<file path="src/rtl/cf_wb_irq_gclk_ctrl.sv">
// Wishbone page-0xFFxx front-end for CF peripherals: IM/MIS/RIS/ICR interrupt block,
// clock-gate enable register with scan override and a wait-state ack sequencer.
module cf_wb_irq_gclk_ctrl #(
    parameter int unsigned NUM_IRQ    = 9,
    parameter logic [31:0] EDGE_MASK  = 32'h1FE,
    parameter int unsigned ACK_WAIT   = 0,
    parameter logic        GCLK_RESET = 1'b0
) (
    input  logic               clk_i,
    input  logic               rst_i,
    input  logic [15:0]        adr_i,
    input  logic [31:0]        dat_i,
    output logic [31:0]        dat_o,
    input  logic [3:0]         sel_i,
    input  logic               cyc_i,
    input  logic               stb_i,
    input  logic               we_i,
    output logic               ack_o,
    output logic               hit_o,
    input  logic [NUM_IRQ-1:0] flags_i,
    input  logic               sc_testmode,
    output logic               clk_gated_en_o,
    output logic               irq_o
);

    localparam logic [31:0] IRQ_MASK  = 32'((64'd1 << NUM_IRQ) - 64'd1);
    localparam logic [31:0] EDGE_BITS = EDGE_MASK & IRQ_MASK;
    localparam logic [3:0]  WAIT_INIT = (ACK_WAIT == 0) ? 4'd0 : 4'(ACK_WAIT - 1);

    localparam logic [1:0] ST_IDLE = 2'd0;
    localparam logic [1:0] ST_WAIT = 2'd1;
    localparam logic [1:0] ST_ACK  = 2'd2;

    logic [1:0]  state_q;
    logic [3:0]  cnt_q;
    logic [31:0] im_q;
    logic [31:0] ris_q;
    logic [31:0] flag_q;
    logic        gclk_q;

    logic [31:0] flags_w;
    logic [31:0] byte_mask;
    logic [31:0] ris;
    logic [31:0] mis;
    logic [31:0] edge_set;
    logic [31:0] icr_clr;
    logic        valid;
    logic        commit;
    logic        im_we;
    logic        icr_we;
    logic        gclk_we;

    always_comb begin
        flags_w = '0;
        flags_w[NUM_IRQ-1:0] = flags_i;
        for (int unsigned i = 0; i < 4; i++) begin
            byte_mask[8*i +: 8] = {8{sel_i[i]}};
        end
    end

    assign hit_o          = (adr_i[15:8] == 8'hFF);
    assign valid          = cyc_i & stb_i & hit_o;
    assign ack_o          = (state_q == ST_ACK);
    assign commit         = ack_o & valid & we_i;
    assign im_we          = commit && (adr_i[7:0] == 8'h00);
    assign icr_we         = commit && (adr_i[7:0] == 8'h0C);
    assign gclk_we        = commit && (adr_i[7:0] == 8'h10) && sel_i[0];
    assign clk_gated_en_o = sc_testmode | gclk_q;

    // Level bits follow the live flag; only edge bits are held in ris_q.
    assign ris      = (ris_q & EDGE_BITS) | (flags_w & ~EDGE_BITS);
    assign mis      = ris & im_q;
    assign edge_set = flags_w & ~flag_q & EDGE_BITS;
    assign icr_clr  = icr_we ? (dat_i & byte_mask) : '0;

    always_comb begin
        dat_o = 32'hDEADBEEF;
        case (adr_i[7:0])
            8'h00:   dat_o = im_q;
            8'h04:   dat_o = mis;
            8'h08:   dat_o = ris;
            8'h0C:   dat_o = '0;
            8'h10:   dat_o = {31'd0, gclk_q};
            default: dat_o = 32'hDEADBEEF;
        endcase
    end

    always_ff @(posedge clk_i or posedge rst_i) begin
        if (rst_i) begin
            state_q <= ST_IDLE;
            cnt_q   <= '0;
        end else begin
            case (state_q)
                ST_IDLE: begin
                    if (valid) begin
                        if (ACK_WAIT == 0) begin
                            state_q <= ST_ACK;
                        end else begin
                            state_q <= ST_WAIT;
                            cnt_q   <= WAIT_INIT;
                        end
                    end
                end
                ST_WAIT: begin
                    if (!cyc_i || !stb_i) begin
                        state_q <= ST_IDLE;
                    end else if (cnt_q == 4'd0) begin
                        state_q <= ST_ACK;
                    end else begin
                        cnt_q <= cnt_q - 4'd1;
                    end
                end
                ST_ACK:  state_q <= ST_IDLE;
                default: state_q <= ST_IDLE;
            endcase
        end
    end

    always_ff @(posedge clk_i or posedge rst_i) begin
        if (rst_i) begin
            im_q   <= '0;
            ris_q  <= '0;
            flag_q <= '0;
            gclk_q <= GCLK_RESET;
            irq_o  <= 1'b0;
        end else begin
            flag_q <= flags_w;
            irq_o  <= |mis;
            // A clear and a new edge on the same cycle leave the bit set.
            ris_q  <= ((ris_q & ~icr_clr) | edge_set) & EDGE_BITS;
            if (im_we) begin
                im_q <= ((im_q & ~byte_mask) | (dat_i & byte_mask)) & IRQ_MASK;
            end
            if (gclk_we) begin
                gclk_q <= dat_i[0];
            end
        end
    end

endmodule
</file>
<file path="config.mk">
export PLATFORM = sky130hd
export DESIGN_NAME = cf_wb_irq_gclk_ctrl
export DESIGN_NICKNAME = d
export VERILOG_FILES = /design/src/rtl/cf_wb_irq_gclk_ctrl.sv
export SDC_FILE = /design/constraint.sdc
export NUM_CORES = 1
export LEC_CHECK = 0
export BUFFER_PORTS_ARGS = -buffer_cell sky130_fd_sc_hd__buf_2
export CORE_MARGIN = 2
export CORE_UTILIZATION = 25
export DETAILED_ROUTE_END_ITERATION = 12
export PLACE_DENSITY = 0.61
export RECOVER_POWER = 25
export SYNTH_ARGS = -nofsm -noshare
export SYNTH_HDL_FRONTEND = slang
export SYNTH_SLANG_ARGS = --single-unit
export TNS_END_PERCENT = 100
</file>
<file path="constraint.sdc">
create_clock -name clk_i -period 3.6 [get_ports clk_i]
set_clock_uncertainty 0.15 [all_clocks]
set_input_delay 0.54 -clock clk_i [delete_from_list [all_inputs] [get_ports clk_i]]
set_output_delay 0.54 -clock clk_i [all_outputs]
set_load 0.03 [all_outputs]
</file>
Word-level counts from Yosys, hierarchy flattened
Cells that the tools add are included.
{"block": "totals", "ff_bits": 34, "input_bits": 67, "output_inout_bits": 36, "wordCells": 54}
{"block": "classes", "addsub": 1, "eq_ne": 9, "muxes": 6, "bitwise_logic": 18, "reduce_logical": 13}
{"operator": "case mux 32 bit (5 select lines)", "count": 1}
{"operator": "AND 9 bit", "count": 5}
{"operator": "OR reduction 32 bit", "count": 1}
{"operator": "NOT 9 bit", "count": 3}
{"operator": "bitwise OR 9 bit", "count": 2}
{"operator": "equality test 8 x 4 -> 1 bit (second input constant)", "count": 2}
{"operator": "two-way mux 9 bit", "count": 1}
{"operator": "bitwise OR 9 x 1 -> 9 bit", "count": 1}
{"operator": "equality test 8 x 3 -> 1 bit (second input constant)", "count": 1}
{"operator": "equality test 8 x 5 -> 1 bit (second input constant)", "count": 1}
{"operator": "equality test 8 bit (second input constant)", "count": 1}
{"operator": "zero test 8 bit", "count": 1}
{"operator": "two-way mux 2 bit", "count": 3}
{"operator": "AND 1 bit", "count": 4}
{"operator": "logical AND 1 bit", "count": 4}
{"operator": "zero test 4 bit", "count": 1}
{"operator": "case mux 2 bit (2 select lines)", "count": 1}
{"operator": "subtractor 4 x 1 -> 4 bit (second input constant)", "count": 1}
{"operator": "inequality test 3 bit (second input constant)", "count": 1}
{"operator": "AND reduction 3 bit", "count": 1}
{"operator": "equality test 2 x 1 -> 1 bit (second input constant)", "count": 1}
{"operator": "equality test 2 bit (second input constant)", "count": 1}
{"operator": "zero test 1 bit", "count": 2}
{"operator": "zero test 2 bit", "count": 1}
{"operator": "other kinds (5)", "count": 6}

Longest topological paths before layout
{"block": "logic_depth", "depth_word": 9, "depth_mapped": 6, "mapped_depth_nobuf": 4}

Worst setup path after synthesis
Ideal clock, no wire load.
{"block": "synth_path", "path_kind": "input to output", "from": "in adr_i[1]", "to": "out dat_o[10]", "t_arrival_ps": 2145, "path_slack_ps": 765, "stages": 4, "n_path_buf": 1, "cell_sequence": "or4_4 nor2_1 nand2_1 buf_4"}
{"block": "synth_between", "elab_chain_len": 2, "word_cells_on_any_way": 6, "cone_classes": "eq/ne (4); mux (1); reduce/logical (1)"}
{"item": "start: declaration", "line_no": "11", "source": "input logic [15:0] adr_i,"}
{"item": "equality test 8 x 5 -> 1 bit, or another cell as far along", "line_no": "78", "source": "case (adr_i[7:0])"}
{"item": "case mux 32 bit (5 select lines) *", "line_no": "78"}
{"item": "end: declaration", "line_no": "13", "source": "output logic [31:0] dat_o,"}
Every way passes the cells marked *; elsewhere a longest branch is shown, timed or not.

Worst setup path after layout
{"block": "layout_path", "from": "in adr_i[1]", "to": "out dat_o[13]"}
The elaborated chain is that of the path after synthesis.

==> flow_metrics.env <==
export IMPL_status="finished, final reports clean"
export IMPL_design_core_area_sq_mm=0.00635
export IMPL_fmax_ghz=0.354
export IMPL_period_share=0.784
export IMPL_rsz0062_at_grt="no"
export IMPL_synthCells=181
export IMPL_worst_path_dominant_cell_family="simple AND/OR/NAND/NOR gates"
export IMPL_reg2reg_depth=4
export IMPL_cts_root_buffer="clkbuf_8"
export IMPL_fin_setup_tns_ns=0
export IMPL_grt_ovfl_total=0
export IMPL_drc=0
export IMPL_mostFrequentLayoutCells="buf_2, dfrtp_1, inv_1"
export IMPL_report_final_hold_viol_count=0
export IMPL_synth_avg_cell_area_sq_um=9.06
export IMPL_cts_buffers=3
export IMPL_vdd_ir_drop_max_mv=0.177
export IMPL_crit_type="input pin to output pin"
export IMPL_yosysTopAreaCellShare=0.427
export IMPL_period_needed_ns=2.82
export IMPL_slowest_stage="or4_4"
export IMPL_gp_congestion=0.745
export IMPL_yosys_area_top_type="dfrtp_1"
export IMPL_crit_buf_inv=2
export IMPL_via_per_inst=4.48
export IMPL_fin_ws_ns=0.777
export IMPL_r2r_start="state_q[1]"
export IMPL_worstHoldPathType="input pin to flip-flop"
export IMPL_cp_startpoint="adr_i[1]"
export IMPL_fin_util=0.308
export IMPL_io_pins=103
export IMPL_ys_types=37
export IMPL_clk_latency_ns=0.27
export IMPL_grt_pass1_wl_mm=6.31
export IMPL_cts_hold_buf=0
export IMPL_post_drt_wl_per_cell_um=12.3
export IMPL_p_leak_nw=0.951
export IMPL_ant_nets=0
export IMPL_pre_cts_ws_ns=0.710
export IMPL_layout_commonest_cell="buf_2"
export IMPL_worstPathRequired_ns=2.91
export IMPL_dr_pass1_iters=4
export IMPL_cp_cell_sequence="buf_2 -> or4_4 -> nor2_1 -> nand2_1 -> buf_2"
export IMPL_drt_initial_drc_count=109
export IMPL_drv_slew=0
export IMPL_ctsLongestPathBuffers=2
export IMPL_maxCapViolCount=0
export IMPL_powerDensity_mw_per_mm2=288
export IMPL_path_common_cell="buf_2"
export IMPL_syn2layout_area_growth_pct=19.4
export IMPL_min_from="flags_i[8]"
export IMPL_hpwl_mm=3.01
export IMPL_cp_arrival_ns=2.13
export IMPL_reg2reg_slack_ns=1.71
export IMPL_regArea_sq_um=701
export IMPL_grt_max_degree=29
export IMPL_fill_cells=662
export IMPL_cp_endpoint="dat_o[13]"
export IMPL_antenna_found_initial=0
export IMPL_clk_pin_slew_ns=0.09
export IMPL_nets=300
export IMPL_cts_tree="done"
export IMPL_antenna_cells=0
export IMPL_cp_depth=5
export IMPL_clkSinkCount=28
export IMPL_finalSetupViolations=0
export IMPL_fp_dieArea_sq_mm=0.00722
export IMPL_grt_pass1_vias=1315
export IMPL_multiInputGateArea_sq_um=667
export IMPL_port_buffers=71
export IMPL_critPathMaxFanout=17
export IMPL_slowest_delay_ns=0.54
export IMPL_ys_seq_area_frac=0.427
export IMPL_start_util=0.258
export IMPL_h_tree_depth=1
export IMPL_syn_cell_area_sq_mm=0.00164
export IMPL_yosysWarnings=0
export IMPL_cp_end_kind="output pin"
export IMPL_drive_above_1_share=0.377
export IMPL_cts_post_setup_buffers_inserted=0
export IMPL_ys_ff_latch=28
export IMPL_num_rows=29
export IMPL_slew_headroom=0.289
export IMPL_post_cts_resize_count=0
export IMPL_synth_area_top_cells="dfrtp_1, buf_4, inv_1"
export IMPL_via_count=1379
export IMPL_globalRouteTotalUtil=0.107
export IMPL_cp_start_kind="input pin"
export IMPL_wirelength_mm=3.79
export IMPL_tightestPinTransition_ns=1.06
export IMPL_die_x_um=85.0
export IMPL_die_h_um=85.0
[where the power goes]
part	total, W	switching (W)	internal, W	leakage (nW)
clock	0.000163	0.0000881	0.0000751	0.0216
sequential	0.000320	0.00000131	0.000319	0.320
combinational	0.0000800	0.0000528	0.0000272	0.609
[worst min path at each step]
stage	end	depth (start not counted)	slack, ns
2_1_floorplan	ris_q[4]	1	0.26
4_1_cts	flag_q[8]	1	0.23
6_report	flag_q[8]	1	0.23
3_3_place_gp	ris_q[6]	1	0.26
5_1_grt	flag_q[2]	1	0.22
3_5_place_dp	ris_q[3]	1	0.27
[layout make-up]
type                    count  share of cell area
repair buffers             72               0.183
multi-input cells         103               0.341
clock buffers               3              0.0211
flip-flops and latches     28               0.358
well taps                  77              0.0492
inverters                  25              0.0480
[synth_stat cells (all sizes together)]
cell and count:
a221oi 1, o22ai 7, mux2 9, conb 1
nand3b 1, o211ai 1, or2 1, nor2 12
mux2i 1, dfrtp 28, or3 1, nand2 2
nor4 3, nand3 6, a211oi 1, nand2b 2
clkbuf 7, nor2b 1, inv 25, a22oi 1
a222oi 1, or4b 1, and2 2, a21oi 13
or4 2, nor3 8, nand4 3, a32oi 1
buf 23, o21ai 13, a31oi 1, a22o 2
[metal layers]
layer | up-vias | global-route usage | routed length (um)
met3 | 5 | 0.0175 | 191
met2 | 49 | 0.178 | 1750
li1 | 694 | - | -
met5 | - | 0 | 0
met4 | 0 | 0.0303 | 42
met1 | 631 | 0.145 | 1800
[metrics by stage]
| stage | instances | hold WS, ns | instance area (sq um) | power, W |
|---|---|---|---|---|
| finish | 308 | 0.232 | 1960 | 0.000563 |
| global route | 308 | 0.221 | 1960 | 0.000594 |
| CTS | 308 | 0.228 | 1960 | 0.000573 |
| global placement | 305 | 0.264 | 1920 | 0.000406 |
| detailed placement | 305 | 0.273 | 1920 | 0.000407 |
| floorplan | 186 | 0.260 | 1660 | 0.000380 |
[kinds of logic after synthesis]
logic type | Yosys count | synth area share
muxes | 10 | 0.0679
and+or+nand+nor | 45 | 0.174
other | 1 | 0.00229
buffers and inverters | 55 | 0.177
DFF | 28 | 0.427
AOI/OAI and AO/OA | 42 | 0.151
No activity file was read; power rests on OpenSTA's default activity.
